### src/rtl/id_fetch_queue_pkg.sv
// Shared definitions for the IF->ID instruction queue: default widths,
// delay-slot setting and the {pc, inst} entry shape used by IF and ID.
package id_fetch_queue_pkg;

  localparam int PC_W_DEF       = 32;
  localparam int INST_W_DEF     = 32;
  localparam int DELAY_SLOT_DEF = 1;

  typedef struct packed {
    logic [PC_W_DEF-1:0]   pc;
    logic [INST_W_DEF-1:0] inst;
  } fq_entry_t;

  // Pointer width for a queue of n entries (n a power of two).
  function automatic int clog2(input int n);
    int r;
    r = 0;
    while ((1 << r) < n) r++;
    return r;
  endfunction

endpackage

### src/rtl/id_fetch_queue_mem.sv
// Entry storage for the fetch queue: one synchronous write port and one
// asynchronous read port; contents are not reset, only the pointers are.
module fetch_queue_mem #(
  parameter int DEPTH = 4,
  parameter int WIDTH = 64,
  parameter int PTR_W = 2
) (
  input  logic             clk,
  input  logic             we,
  input  logic [PTR_W-1:0] waddr,
  input  logic [WIDTH-1:0] wdata,
  input  logic [PTR_W-1:0] raddr,
  output logic [WIDTH-1:0] rdata
);

  logic [WIDTH-1:0] mem [DEPTH];

  always_ff @(posedge clk) begin
    if (we) mem[waddr] <= wdata;
  end

  assign rdata = mem[raddr];

endmodule

### src/rtl/id_fetch_queue.sv
// IF->ID instruction queue: reserves a slot per SRAM read, captures the
// response a cycle later, bypasses to ID when empty, squashes on taken branch.
module id_fetch_queue
  import id_fetch_queue_pkg::*;
#(
  parameter int DEPTH      = 4,
  parameter int PC_W       = PC_W_DEF,
  parameter int INST_W     = INST_W_DEF,
  parameter int DELAY_SLOT = DELAY_SLOT_DEF
) (
  input  logic                  clk,
  input  logic                  rst,
  input  logic                  fetch_valid,
  input  logic [PC_W-1:0]       fetch_pc,
  output logic                  fetch_ready,
  input  logic [INST_W-1:0]     inst_sram_rdata,
  output logic                  id_valid,
  output logic [PC_W-1:0]       id_pc,
  output logic [INST_W-1:0]     id_inst,
  input  logic                  id_ready,
  input  logic                  flush,
  output logic [clog2(DEPTH):0] count
);

  localparam int PTR_W = clog2(DEPTH);
  localparam int CNT_W = PTR_W + 1;

  typedef struct packed {
    logic [PC_W-1:0]   pc;
    logic [INST_W-1:0] inst;
  } entry_t;

  logic [PTR_W-1:0] rd_ptr, wr_ptr;
  logic [CNT_W-1:0] count_q;
  logic             infl_v, squash;
  logic [PC_W-1:0]  pc_q;

  logic   accept, empty, live, pop, pop_stored, mem_we;
  logic   keep_stored, keep_live, keep_req;
  entry_t live_entry, mem_rdata, head_entry;

  // Handshakes: a transfer happens on a cycle where valid & ready are both high;
  // valid never depends on ready, and fetch_ready depends only on registered state.
  assign fetch_ready = (count_q + CNT_W'(infl_v)) < CNT_W'(DEPTH);
  assign accept      = fetch_valid & fetch_ready;
  assign empty       = (count_q == '0);
  assign live        = infl_v & ~squash;

  assign live_entry  = {pc_q, inst_sram_rdata};
  assign head_entry  = empty ? live_entry : mem_rdata;
  assign id_valid    = ~empty | live;
  assign id_pc       = id_valid ? head_entry.pc : '0;
  assign id_inst     = id_valid ? head_entry.inst : '0;
  assign count       = count_q;

  assign pop        = id_valid & id_ready;
  assign pop_stored = pop & ~empty;

  // Delay-slot candidate in age order: next stored entry, then the live
  // response, then this cycle's request. With an empty queue the head is the live one.
  assign keep_stored = (DELAY_SLOT == 1) && !empty && (count_q > CNT_W'(1));
  assign keep_live   = (DELAY_SLOT == 1) && (count_q == CNT_W'(1)) && live;
  assign keep_req    = (DELAY_SLOT == 1) && !keep_stored && !keep_live && accept;

  assign mem_we = flush ? keep_live : (live & ~(empty & id_ready));

  fetch_queue_mem #(
    .DEPTH(DEPTH),
    .WIDTH($bits(entry_t)),
    .PTR_W(PTR_W)
  ) u_mem (
    .clk  (clk),
    .we   (mem_we),
    .waddr(wr_ptr),
    .wdata(live_entry),
    .raddr(rd_ptr),
    .rdata(mem_rdata)
  );

  always_ff @(posedge clk) begin
    if (rst) begin
      rd_ptr  <= '0;
      wr_ptr  <= '0;
      count_q <= '0;
      infl_v  <= 1'b0;
      squash  <= 1'b0;
      pc_q    <= '0;
    end else begin
      infl_v <= accept;
      if (accept) pc_q <= fetch_pc;
      if (flush) begin
        squash <= accept & ~keep_req;
        if (keep_stored) begin
          rd_ptr  <= rd_ptr + PTR_W'(1);
          wr_ptr  <= rd_ptr + PTR_W'(2);
          count_q <= CNT_W'(1);
        end else if (keep_live) begin
          rd_ptr  <= wr_ptr;
          wr_ptr  <= wr_ptr + PTR_W'(1);
          count_q <= CNT_W'(1);
        end else begin
          rd_ptr  <= wr_ptr;
          count_q <= '0;
        end
      end else begin
        squash <= 1'b0;
        if (mem_we) wr_ptr <= wr_ptr + PTR_W'(1);
        if (pop_stored) rd_ptr <= rd_ptr + PTR_W'(1);
        count_q <= count_q + CNT_W'(mem_we) - CNT_W'(pop_stored);
      end
    end
  end

endmodule
### config.mk
export PLATFORM = sky130hd
export DESIGN_NAME = id_fetch_queue
export DESIGN_NICKNAME = d
export VERILOG_FILES = /design/src/rtl/id_fetch_queue_pkg.sv /design/src/rtl/id_fetch_queue_mem.sv /design/src/rtl/id_fetch_queue.sv
export SDC_FILE = /design/constraint.sdc
export NUM_CORES = 1
export LEC_CHECK = 0
export CORE_ASPECT_RATIO = 0.6
export CORE_MARGIN = 2
export CORE_UTILIZATION = 60
export DETAILED_ROUTE_END_ITERATION = 16
export GPL_TIMING_DRIVEN = 0
export PLACE_DENSITY_LB_ADDON = 0.05
export SLEW_MARGIN = 20
export SYNTH_ARGS = -nofsm -noshare
export SYNTH_HDL_FRONTEND = slang
export SYNTH_HIERARCHICAL = 1
export SYNTH_SLANG_ARGS = --single-unit
### constraint.sdc
create_clock -name clk -period 12.66 [get_ports clk]
set_input_delay 2.532 -clock clk [delete_from_list [all_inputs] [get_ports clk]]
set_output_delay 2.532 -clock clk [all_outputs]
set_load 0.05 [all_outputs]
==> impl_metrics.ini <==
[place]
port_buffers = 134
dpl-instance-area_mm2 = 0.01403
dp_hpwl_um = 17440
gp_congestion = 0.8501

[power_and_ir_drop]
vdd_drop_max_uv = 105.4
sw_frac_of_total_pct = 25.20
p_per_area_mw_per_mm2 = 144.1
comb_power_share_pct = 13.8
pwr-share-clk_pct = 35.0
intPower_uw = 1598
p_leak_uw = 0.005018
seqPwrFrac_pct = 51.2
switching_power_uw = 538.3

[sta]
slew_headroom_pct = 49.09
worst_slew_pin_slew_ns = 0.7636
setup-violations-final = 0
skew_ns = 0.01945
fin_crit_ns = 6.684
whs_ns = 0.5228
grt_setup_unrepaired = false
fmax_mhz = 149.6
final.period_utilization_pct = 52.79
finalMaxSlewViolations = 0
hold_viol_final = 0

[detailed_routing]
num_vias = 7403
met1_length_um = 12010
dr_wl_met3_um = 2140
dr.pass1.iters = 5
top_layer_used = met4
routedWlPerCell_um = 22.45
wl_met2_um = 13040
ant_nets = 0
wirelength_um = 27610
first_iter_violations = 683
remaining_drc_errors = 0
via_per_inst = 6.019

[cells_and_area]
drive_gt1_share_pct = 15.15
fillers = 1199
final_nets = 1010
antennaDiodeCount = 0
post-route-cell-area_mm2 = 0.01483
post-route-util_pct = 74.25
syn_to_final_growth_pct = 21.74

[setup_path]
r2r_end = u_mem/mem[0][12]$_DFFE_PP_
worst_setup_path_start_kind = input pin
reg2reg_slack_ns = 9.45
cp-end-kind = output pin
r2r-start = count[0]$_SDFF_PP0_
cp_data_arrival_time_ns = 4.15
crit_required_ns = 10.13
cp_max_fo = 5
worstSetupPathType = in2out
worstRegToRegCells = 8

[clocking]
post_cts_buffers = 0
cts_root_buffer = clkbuf_16
insertion_delay_ns = 0.54
cts_sinks = 297
hold_buffers = 0
cts_resized = 0
clk_pin_slew_ns = 0.06
max-clock-path-buffers = 3
cts_made_buffers = 27
htree_levels = 1
tritoncts = yes

[synthesis]
netlist_area_mm2 = 0.01218
yosys_warnings = 6
syn_avg_cell_area_um2 = 16.00
synth_cells = 761
synth_ff_type = edfxtp_1
ys_seq_elements = 297
synth_nets = 835
yosysMostFrequentCell = edfxtp_1
synthTopCellsByCount = edfxtp_1, nand2_1, nand3_1
synth_area_leaders = edfxtp_1, mux4_2, dfxtp_1
synthArstFlopShare_pct = 0
yosysUniqueCellTypes = 44
synth_top_area_share_pct = 63.12
synth-edff-count = 256
yosysSeqAreaShare_pct = 69.86
synth_top_cell_by_area = edfxtp_1

[floorplanning]
die_x_um = 187.9
core_area_mm2 = 0.01997
die_area_mm2 = 0.02149
chipHeight_um = 114.4
io_pins = 138
num_rows = 40
initial_core_util_pct = 60.99

[job]
cap_violations = 0

[global_route]
grt_max_degree = 37
grt_usage_pct = 26.35
grt_pass1_vias = 7498
grt_pass1_wl_um = 42750
antenna_found_initial = 0
grt_overflow = 0

[run_status]
status = finished, final reports clean

[min_path]
min_to = pc_q[17]$_SDFFE_PP0P_
min_path_cells = 2
worstHoldPathType = reg2reg
hp-start = pc_q[17]$_SDFFE_PP0P_
==> layer usage <==
| layer | GRT usage [%] | vias to the layer above |
|---|---|---|
| met5 | 0 | - |
| met1 | 39.00 | 3737 |
| li1 | - | 3281 |
| met4 | 5.512 | 0 |
| met2 | 42.27 | 346 |
| met3 | 4.536 | 39 |
==> final cells by class <==
cell class	instances	area, µm²	share of cell area [%]
clock inverter	12	56.30	0.3797
inverter	5	18.77	0.1266
multi-input combinational	404	3329	22.46
clock buffer	38	737.0	4.970
tap	273	341.6	2.304
timing repair buffer	146	1495	10.08
buffer	55	340.3	2.295
sequential	297	8508	57.38
==> sequential cells by signal, summed over array words and instances (netlist names) <==
signal	flops
rd_ptr	2
infl_v	1
count	3
wr_ptr	2
u_mem/mem	256
pc_q	32
squash	1
==> power by group through the flow <==
stage                     registers (µW)  logic, µW  clock network [µW]
after floorplan                     1110        184                   0
after global placement              1110        287                   0
after detailed placement            1110        293                   0
after CTS                           1090        295                 754
after global routing                1100        312                 795
final                               1090        295                 748
==> placed cells by master (no fill, tap or decap), types with 2 or more instances in the layout <==
cell type          n
a21bo_2            2
a21oi_1            2
and3b_4            2
buf_1              3
buf_12             7
buf_16             2
buf_2             16
buf_4              6
buf_6              5
clkbuf_1          36
clkbuf_16         27
clkbuf_8           2
clkdlybuf4s50_1  134
clkinv_1           6
clkinv_2           5
dfxtp_1           41
edfxtp_1         256
ha_1               4
inv_1              5
mux4_1             4
mux4_2            60
nand2_1          131
nand2b_1          34
nand3_1           66
nand4b_1          32
nor2_1             3
nor2b_1            2
nor3_1             3
nor3b_1            2
o21ai_0           16
o21ai_1           18
or3_1              2
or3b_4             2
xnor2_1            2
==> critical path, cell delays in order <==
cell	delay (ns)
clkdlybuf4s50_1	0.60
nand3_1	0.10
nand2_1	0.11
clkdlybuf4s50_1	0.80
==> metrics by stage <==
step	total power, µW	setup TNS, ns	setup slack, ns	instances
after floorplan	1297	0	4.091	761
after global placement	1401	-3.214	-0.05689	1168
after detailed placement	1408	0	5.989	1180
after CTS	2143	0	5.976	1230
after global routing	2203	0	5.907	1230
final	2137	0	5.976	1230
==> how the worst max path moves through the flow <==
stage / startpoint / end / slack, ns / cells past startpoint
2_1_floorplan: flush / u_mem/mem[0][0]$_DFFE_PP_ / 4.09 / 4
3_3_place_gp: id_ready / u_mem/mem[0][7]$_DFFE_PP_ / -0.06 / 4
3_5_place_dp: inst_sram_rdata[21] / id_inst[21] / 5.99 / 4
4_1_cts: inst_sram_rdata[31] / id_inst[31] / 5.98 / 4
5_1_grt: inst_sram_rdata[28] / id_inst[28] / 5.91 / 4
6_report: inst_sram_rdata[21] / id_inst[21] / 5.98 / 4
==> logic make-up after synthesis <==
logic type / synth area share (%)
AND/OR/NAND/NOR: 11.90
multiplexers: 11.96
buffers and inverters: 2.948
adder cells (fa/ha/maj): 0.5753
AO/OA/AOI/OAI: 2.414
flip-flops: 69.86
XOR/XNOR: 0.3494
(Power assumes the default switching activity.)
